<file path="config.mk">
export PLATFORM = sky130hd
export DESIGN_NAME = isdu_param
export DESIGN_NICKNAME = d
export VERILOG_FILES = /design/src/rtl/isdu_param.sv
export SDC_FILE = /design/constraint.sdc
export NUM_CORES = 1
export LEC_CHECK = 0
export CAP_MARGIN = 10
export CORE_MARGIN = 2
export CORE_UTILIZATION = 40
export DETAILED_ROUTE_END_ITERATION = 8
export PLACE_DENSITY = 0.7
export SLEW_MARGIN = 30
export SYNTH_ARGS = -nofsm -noshare
export SYNTH_HDL_FRONTEND = slang
export SYNTH_SLANG_ARGS = --single-unit
</file>
<file path="constraint.sdc">
create_clock -name Clk -period 2.4 [get_ports Clk]
set_clock_uncertainty 0.1 [all_clocks]
set_input_delay 0.24 -clock Clk [delete_from_list [all_inputs] [get_ports Clk]]
set_output_delay 0.24 -clock Clk [all_outputs]
set_load 0.005 [all_outputs]
</file>
<file path="src/rtl/isdu_param.sv">
// Instruction sequencer/decoder for the SLC-3 datapath with a parametrised memory wait.
// Outputs are a Moore function of the state; Run/Continue are the only handshakes.
module isdu_param #(
  parameter int MEM_WAIT       = 3,
  parameter bit PAUSE_ON_FETCH = 1'b0
) (
  input  logic       Clk,
  input  logic       Reset,
  input  logic       Run,
  input  logic       Continue,
  input  logic [3:0] Opcode,
  input  logic       IR_5,
  input  logic       IR_11,
  input  logic       BEN,
  output logic       LD_MAR,
  output logic       LD_MDR,
  output logic       LD_IR,
  output logic       LD_BEN,
  output logic       LD_CC,
  output logic       LD_REG,
  output logic       LD_PC,
  output logic       LD_LED,
  output logic       GatePC,
  output logic       GateMDR,
  output logic       GateALU,
  output logic       GateMARMUX,
  output logic [1:0] PCMUX,
  output logic       DRMUX,
  output logic       SR1MUX,
  output logic       SR2MUX,
  output logic       ADDR1MUX,
  output logic [1:0] ADDR2MUX,
  output logic [1:0] ALUK,
  output logic       Mem_OE,
  output logic       Mem_WE,
  output logic       Fetch_strobe
);

  localparam int CW = $clog2(MEM_WAIT + 1);

  localparam logic [4:0] S_HALTED    = 5'd0;
  localparam logic [4:0] S_FETCH     = 5'd1;
  localparam logic [4:0] S_RD_IR     = 5'd2;
  localparam logic [4:0] S_LOAD_IR   = 5'd3;
  localparam logic [4:0] S_PAUSE_IR1 = 5'd4;
  localparam logic [4:0] S_PAUSE_IR2 = 5'd5;
  localparam logic [4:0] S_DECODE    = 5'd6;
  localparam logic [4:0] S_ADD       = 5'd7;
  localparam logic [4:0] S_AND       = 5'd8;
  localparam logic [4:0] S_NOT       = 5'd9;
  localparam logic [4:0] S_BR_TEST   = 5'd10;
  localparam logic [4:0] S_BR_TAKE   = 5'd11;
  localparam logic [4:0] S_JMP       = 5'd12;
  localparam logic [4:0] S_JSR_LINK  = 5'd13;
  localparam logic [4:0] S_JSR_OFF   = 5'd14;
  localparam logic [4:0] S_JSRR      = 5'd15;
  localparam logic [4:0] S_LDR_ADDR  = 5'd16;
  localparam logic [4:0] S_LDR_RD    = 5'd17;
  localparam logic [4:0] S_LDR_WB    = 5'd18;
  localparam logic [4:0] S_STR_ADDR  = 5'd19;
  localparam logic [4:0] S_STR_DATA  = 5'd20;
  localparam logic [4:0] S_STR_WR    = 5'd21;
  localparam logic [4:0] S_PAUSE_LED = 5'd22;
  localparam logic [4:0] S_PAUSE_W1  = 5'd23;
  localparam logic [4:0] S_PAUSE_W2  = 5'd24;

  logic [4:0]    state;
  logic [4:0]    state_nxt;
  logic [CW-1:0] wait_cnt;
  logic          mem_state;
  logic          wait_done;

  // One shared counter serves every memory state; it idles at zero elsewhere,
  // so it is already clear on entry to the next memory state.
  assign mem_state = (state == S_RD_IR) || (state == S_LDR_RD) || (state == S_STR_WR);
  assign wait_done = (wait_cnt == CW'(MEM_WAIT - 1));

  always_ff @(posedge Clk) begin
    if (Reset) begin
      state    <= S_HALTED;
      wait_cnt <= '0;
    end else begin
      state <= state_nxt;
      if (mem_state && !wait_done)
        wait_cnt <= wait_cnt + 1'b1;
      else
        wait_cnt <= '0;
    end
  end

  always_comb begin
    state_nxt = state;
    case (state)
      S_HALTED:    if (Run) state_nxt = S_FETCH;
      S_FETCH:     state_nxt = S_RD_IR;
      S_RD_IR:     if (wait_done) state_nxt = S_LOAD_IR;
      S_LOAD_IR:   state_nxt = PAUSE_ON_FETCH ? S_PAUSE_IR1 : S_DECODE;
      S_PAUSE_IR1: if (Continue) state_nxt = S_PAUSE_IR2;
      S_PAUSE_IR2: if (!Continue) state_nxt = S_DECODE;
      S_DECODE: begin
        case (Opcode)
          4'b0001: state_nxt = S_ADD;
          4'b0101: state_nxt = S_AND;
          4'b1001: state_nxt = S_NOT;
          4'b0000: state_nxt = S_BR_TEST;
          4'b1100: state_nxt = S_JMP;
          4'b0100: state_nxt = S_JSR_LINK;
          4'b0110: state_nxt = S_LDR_ADDR;
          4'b0111: state_nxt = S_STR_ADDR;
          4'b1101: state_nxt = S_PAUSE_LED;
          default: state_nxt = S_FETCH;
        endcase
      end
      S_ADD, S_AND, S_NOT, S_BR_TAKE, S_JMP, S_JSR_OFF, S_JSRR, S_LDR_WB:
                   state_nxt = S_FETCH;
      S_BR_TEST:   state_nxt = BEN ? S_BR_TAKE : S_FETCH;
      S_JSR_LINK:  state_nxt = IR_11 ? S_JSR_OFF : S_JSRR;
      S_LDR_ADDR:  state_nxt = S_LDR_RD;
      S_LDR_RD:    if (wait_done) state_nxt = S_LDR_WB;
      S_STR_ADDR:  state_nxt = S_STR_DATA;
      S_STR_DATA:  state_nxt = S_STR_WR;
      S_STR_WR:    if (wait_done) state_nxt = S_FETCH;
      S_PAUSE_LED: state_nxt = S_PAUSE_W1;
      S_PAUSE_W1:  if (Continue) state_nxt = S_PAUSE_W2;
      S_PAUSE_W2:  if (!Continue) state_nxt = S_FETCH;
      default:     state_nxt = S_HALTED;
    endcase
  end

  always_comb begin
    LD_MAR       = 1'b0;
    LD_MDR       = 1'b0;
    LD_IR        = 1'b0;
    LD_BEN       = 1'b0;
    LD_CC        = 1'b0;
    LD_REG       = 1'b0;
    LD_PC        = 1'b0;
    LD_LED       = 1'b0;
    GatePC       = 1'b0;
    GateMDR      = 1'b0;
    GateALU      = 1'b0;
    GateMARMUX   = 1'b0;
    PCMUX        = 2'b00;
    DRMUX        = 1'b0;
    SR1MUX       = 1'b0;
    SR2MUX       = 1'b0;
    ADDR1MUX     = 1'b0;
    ADDR2MUX     = 2'b00;
    ALUK         = 2'b00;
    Mem_OE       = 1'b0;
    Mem_WE       = 1'b0;
    Fetch_strobe = 1'b0;
    case (state)
      S_FETCH: begin
        GatePC = 1'b1;
        LD_MAR = 1'b1;
        LD_PC  = 1'b1;
      end
      S_RD_IR, S_LDR_RD: begin
        Mem_OE = 1'b1;
        LD_MDR = 1'b1;
      end
      S_LOAD_IR: begin
        GateMDR      = 1'b1;
        LD_IR        = 1'b1;
        Fetch_strobe = 1'b1;
      end
      S_DECODE: LD_BEN = 1'b1;
      S_ADD, S_AND, S_NOT: begin
        SR1MUX  = 1'b1;
        SR2MUX  = (state == S_NOT) ? 1'b0 : IR_5;
        ALUK    = (state == S_ADD) ? 2'b00 : (state == S_AND) ? 2'b01 : 2'b10;
        GateALU = 1'b1;
        LD_REG  = 1'b1;
        LD_CC   = 1'b1;
      end
      S_BR_TAKE: begin
        ADDR2MUX = 2'b10;
        PCMUX    = 2'b10;
        LD_PC    = 1'b1;
      end
      // JSRR shares the JMP datapath; R7 was already written in JSR_LINK.
      S_JMP, S_JSRR: begin
        SR1MUX   = 1'b1;
        ADDR1MUX = 1'b1;
        PCMUX    = 2'b10;
        LD_PC    = 1'b1;
      end
      S_JSR_LINK: begin
        GatePC = 1'b1;
        DRMUX  = 1'b1;
        LD_REG = 1'b1;
      end
      S_JSR_OFF: begin
        ADDR2MUX = 2'b11;
        PCMUX    = 2'b10;
        LD_PC    = 1'b1;
      end
      S_LDR_ADDR, S_STR_ADDR: begin
        SR1MUX     = 1'b1;
        ADDR1MUX   = 1'b1;
        ADDR2MUX   = 2'b01;
        GateMARMUX = 1'b1;
        LD_MAR     = 1'b1;
      end
      S_LDR_WB: begin
        GateMDR = 1'b1;
        LD_REG  = 1'b1;
        LD_CC   = 1'b1;
      end
      // Store data passes through the ALU onto the bus; MDR loads from the bus.
      S_STR_DATA: begin
        ALUK    = 2'b11;
        GateALU = 1'b1;
        LD_MDR  = 1'b1;
      end
      S_STR_WR:    Mem_WE = 1'b1;
      S_PAUSE_LED: LD_LED = 1'b1;
      default: ;
    endcase
  end

endmodule
</file>
==> metrics <==
status=finished, final reports clean; series of cell instances along the critical path=nand2b_1 > a21boi_0 > o22a_1 > o22ai_1 > clkdlybuf4s50_1; number of ports placed on the die boundary=36; Worst Max-Slew Pin Slew=~0.63 ns; post-detailed-route count of antenna-violating nets=0; drt drc=0; CP Launch Type=register; highest ir drop seen on vdd=498 µV; count of maximum capacitance violations=0; FFs w/ async S/R, synth=0; top-area cell type share of the netlist area=0.130; ANT cells=0; worst reg-to-reg path cell count=5; top cell type by total area after synthesis=dfxtp_1; initial antenna violation count=0; # nets final=roughly 220; relative slew slack=0.572; nets in the synthesized netlist=between 150 and 200; width of the chip=~56 µm; Worst Hold Class=reg -> reg; first drt pass iteration count=4; number of buffers created by CTS=3; Synth Warn #=0; type of the setup path with the least slack=reg -> out; post-synthesis cell count=about 160; placer's final routability congestion estimate=0.921; final routed wirelength across all metal layers=about 3.2 mm; number of unique standard cell types used by synthesis=approximately 50; count of final hold-check violations=0; fillcell total=240; CP arrival=1.96 ns; synth-to-layout area growth=42.1%; initial core utilization=0.426; setup slack of the worst register-to-register path=between 0.2 and 0.3 ns; count of endpoints failing setup in the final report=0; first-pass GRT wire length=~5.2 mm; leakage power of the design=0.601 nW; Total Die Area=3120 µm²; endpoint of the most critical register-to-register path=state[0]$_SDFFE_PP0P_; fraction of the yosys area taken by sequential cells=0.130; GRT Total Usage=0.205; critical path endpoint category=output pin; ranking of synthesized cells by area=dfxtp_1 13%, nor2_1 7.7%, a21oi_1 6.5%, ha_1 5.8%, nor2b_1 4.7%; number of instances on the worst hold path=1; dominant cell by count in the synthesized netlist=nor2_1; routed length per placed instance=14.0 µm; main flop type after synthesis=dfxtp_1; start point of the worst hold path=wait_cnt[0]$_SDFF_PP0_; worst stage delay on the critical path=approximately 0.52 ns; Sink Count=7; input/output buffers=34; number of rows in the core area=18; core area=around 2500 µm²; Worst-path clk slew=~0.060 ns; cell with the largest stage delay on the worst path=clkdlybuf4s50_1; share of the clock period used by the worst path=0.958; total congestion overflow after global routing=0; maximum number of pins on one net before global-route repair=15; worst reg2reg path startpoint=state[2]$_SDFFE_PP0P_; number of buffers added to fix hold violations after cts=0; H-tree depth reported by CTS=1; RSZ-0062 raised after global routing=no; upper clock frequency limit=approximately 0.43 GHz; Detail Placement HPWL=around 2.5 mm; total placed instance area=about 1500 µm²; Post-Syn Area per Cell=~6.6 µm²; CTS Buffer Depth=2; via count=~1300; Worst-Skew Late Latency=roughly 0.27 ns; Iter 0 DRT Violations=49; design area=1530 µm²; setup total negative slack=0 ns; CTS root buffer=clkbuf_4; number of slew-limit violations in the final report=0; EDFF count, synth=0; cell area after technology mapping=approximately 1100 µm²; end of the worst hold path=wait_cnt[0]$_SDFF_PP0_; required time at the worst-slack endpoint=2.06 ns; Post-CTS Setup Repair Bufs=0; flip-flop and latch count after synthesis=7; vias per std cell=around 5.6; synth cell count leaders=22 x nor2_1, 14 x a21oi_1, 13 x nand2_1, 10 x clkbuf_1; ratio of cells with drive above 1 in the final layout=0.165; vias in the first global route=1167; post-layout min period=between 2 and 2.5 ns; power per standard cell area=837 nW/µm²; clock tree from TritonCTS=yes; Vert. Die Dim=about 56 µm; Critical Path Fanout Max=13
per-stage QoR:
step	hold slack (ns)	setup WS (ns)	power [mW]	util	instances
final	0.323	0.0999	1.28	0.606	230
after global routing	0.347	0.00338	1.38	0.606	230
after CTS	0.321	0.0211	1.26	0.603	230
after detailed placement	0.314	0.0804	1.14	0.591	226
after global placement	0.310	0.132	1.14	0.591	226
after floorplan	0.205	0.411	0.804	-	162
final cells by class:
cell class	count	area [µm²]	share of cell area
inverter	6	22.5	0.0147
clock buffer	4	26.3	0.0172
multi-input combinational	133	832	0.545
tap	30	37.5	0.0246
sequential	7	149	0.0975
timing repair buffer	50	460	0.301
cells by family (layout without fill, tap and decap cells):
kind of cell               Yosys count  in the layout  synth area share
AOI/OAI and AO/OA                   50             50             0.315
xor gates and xnor gates             2              2            0.0163
adders and majority gates            5              5            0.0582
buffers and inverters               22             60            0.0978
DFF                                  7              7             0.130
muxes                                2              2            0.0210
other                                1              1           0.00349
and+or+nand+nor                     73             73             0.357
how the worst max path moves through the flow:
| stage | startpoint | end | slack [ns] | cells past startpoint |
|---|---|---|---|---|
| after floorplan | state[0]$_SDFFE_PP0P_ | state[0]$_SDFFE_PP0P_ | 0.41 | 7 |
| after global placement | Opcode[1] | state[4]$_SDFFE_PP0P_ | 0.13 | 8 |
| after detailed placement | Opcode[1] | state[4]$_SDFFE_PP0P_ | 0.08 | 8 |
| after CTS | state[4]$_SDFFE_PP0P_ | SR1MUX | 0.02 | 5 |
| after global routing | state[1]$_SDFFE_PP0P_ | LD_MDR | 0.003 | 7 |
| final | state[3]$_SDFFE_PP0P_ | SR1MUX | 0.1 | 5 |
report_power, final:
group | internal (mW) | total, mW | switching [mW] | leakage [nW]
clock | 0.0639 | 0.114 | 0.0506 | 0.0150
sequential | 0.154 | 0.219 | 0.0646 | 0.0594
combinational | 0.467 | 0.945 | 0.478 | 0.526
worst max-delay path: cells and delay by family, from the launching register on:
kind / cells / cell delay [ns]
buf+inv: 1 / 0.52
flops: 1 / 0.46
simple gates: 1 / 0.20
compound gates: 3 / 0.50
layer usage:
layer / part of all wire / GRT usage / vias up
met4: 0.016 / 0.0884 / 0
li1: - / - / 658
met2: 0.47 / 0.335 / 54
met1: 0.46 / 0.271 / 583
met3: 0.063 / 0.0233 / 4
met5: 0 / 0 / -
flip-flops by register name, indices dropped and copies added (netlist names):
name / cells
state: 5
wait_cnt: 2
cell usage in the layout (no fill, tap or decap), types with 2 or more instances in the layout:
cell type | synthesis | layout
clkdlybuf4s50_1 | 0 | 34
nor3_1 | 4 | 4
nand3_1 | 3 | 3
clkbuf_4 | 0 | 3
mux2_2 | 2 | 2
nor3b_1 | 3 | 3
or2_2 | 4 | 4
ha_1 | 5 | 5
a21oi_1 | 14 | 14
o32ai_1 | 2 | 2
buf_4 | 2 | 16
dfxtp_1 | 7 | 2
a211o_1 | 2 | 2
o21ai_0 | 8 | 8
nand2_1 | 13 | 13
o22ai_1 | 2 | 2
nand2b_1 | 6 | 6
nor2b_1 | 8 | 7
a21boi_0 | 2 | 2
a22oi_1 | 3 | 3
inv_1 | 6 | 6
nand3b_1 | 2 | 2
o21a_1 | 2 | 2
nor2_1 | 22 | 22
dfxtp_2 | 0 | 4
a211oi_1 | 3 | 3
timing repair:
action                     CTS  global route
cloned                       0             0
setup endpoints to repair    6             7
resized for setup            3             4
No activity file was read; power rests on OpenSTA's default activity.
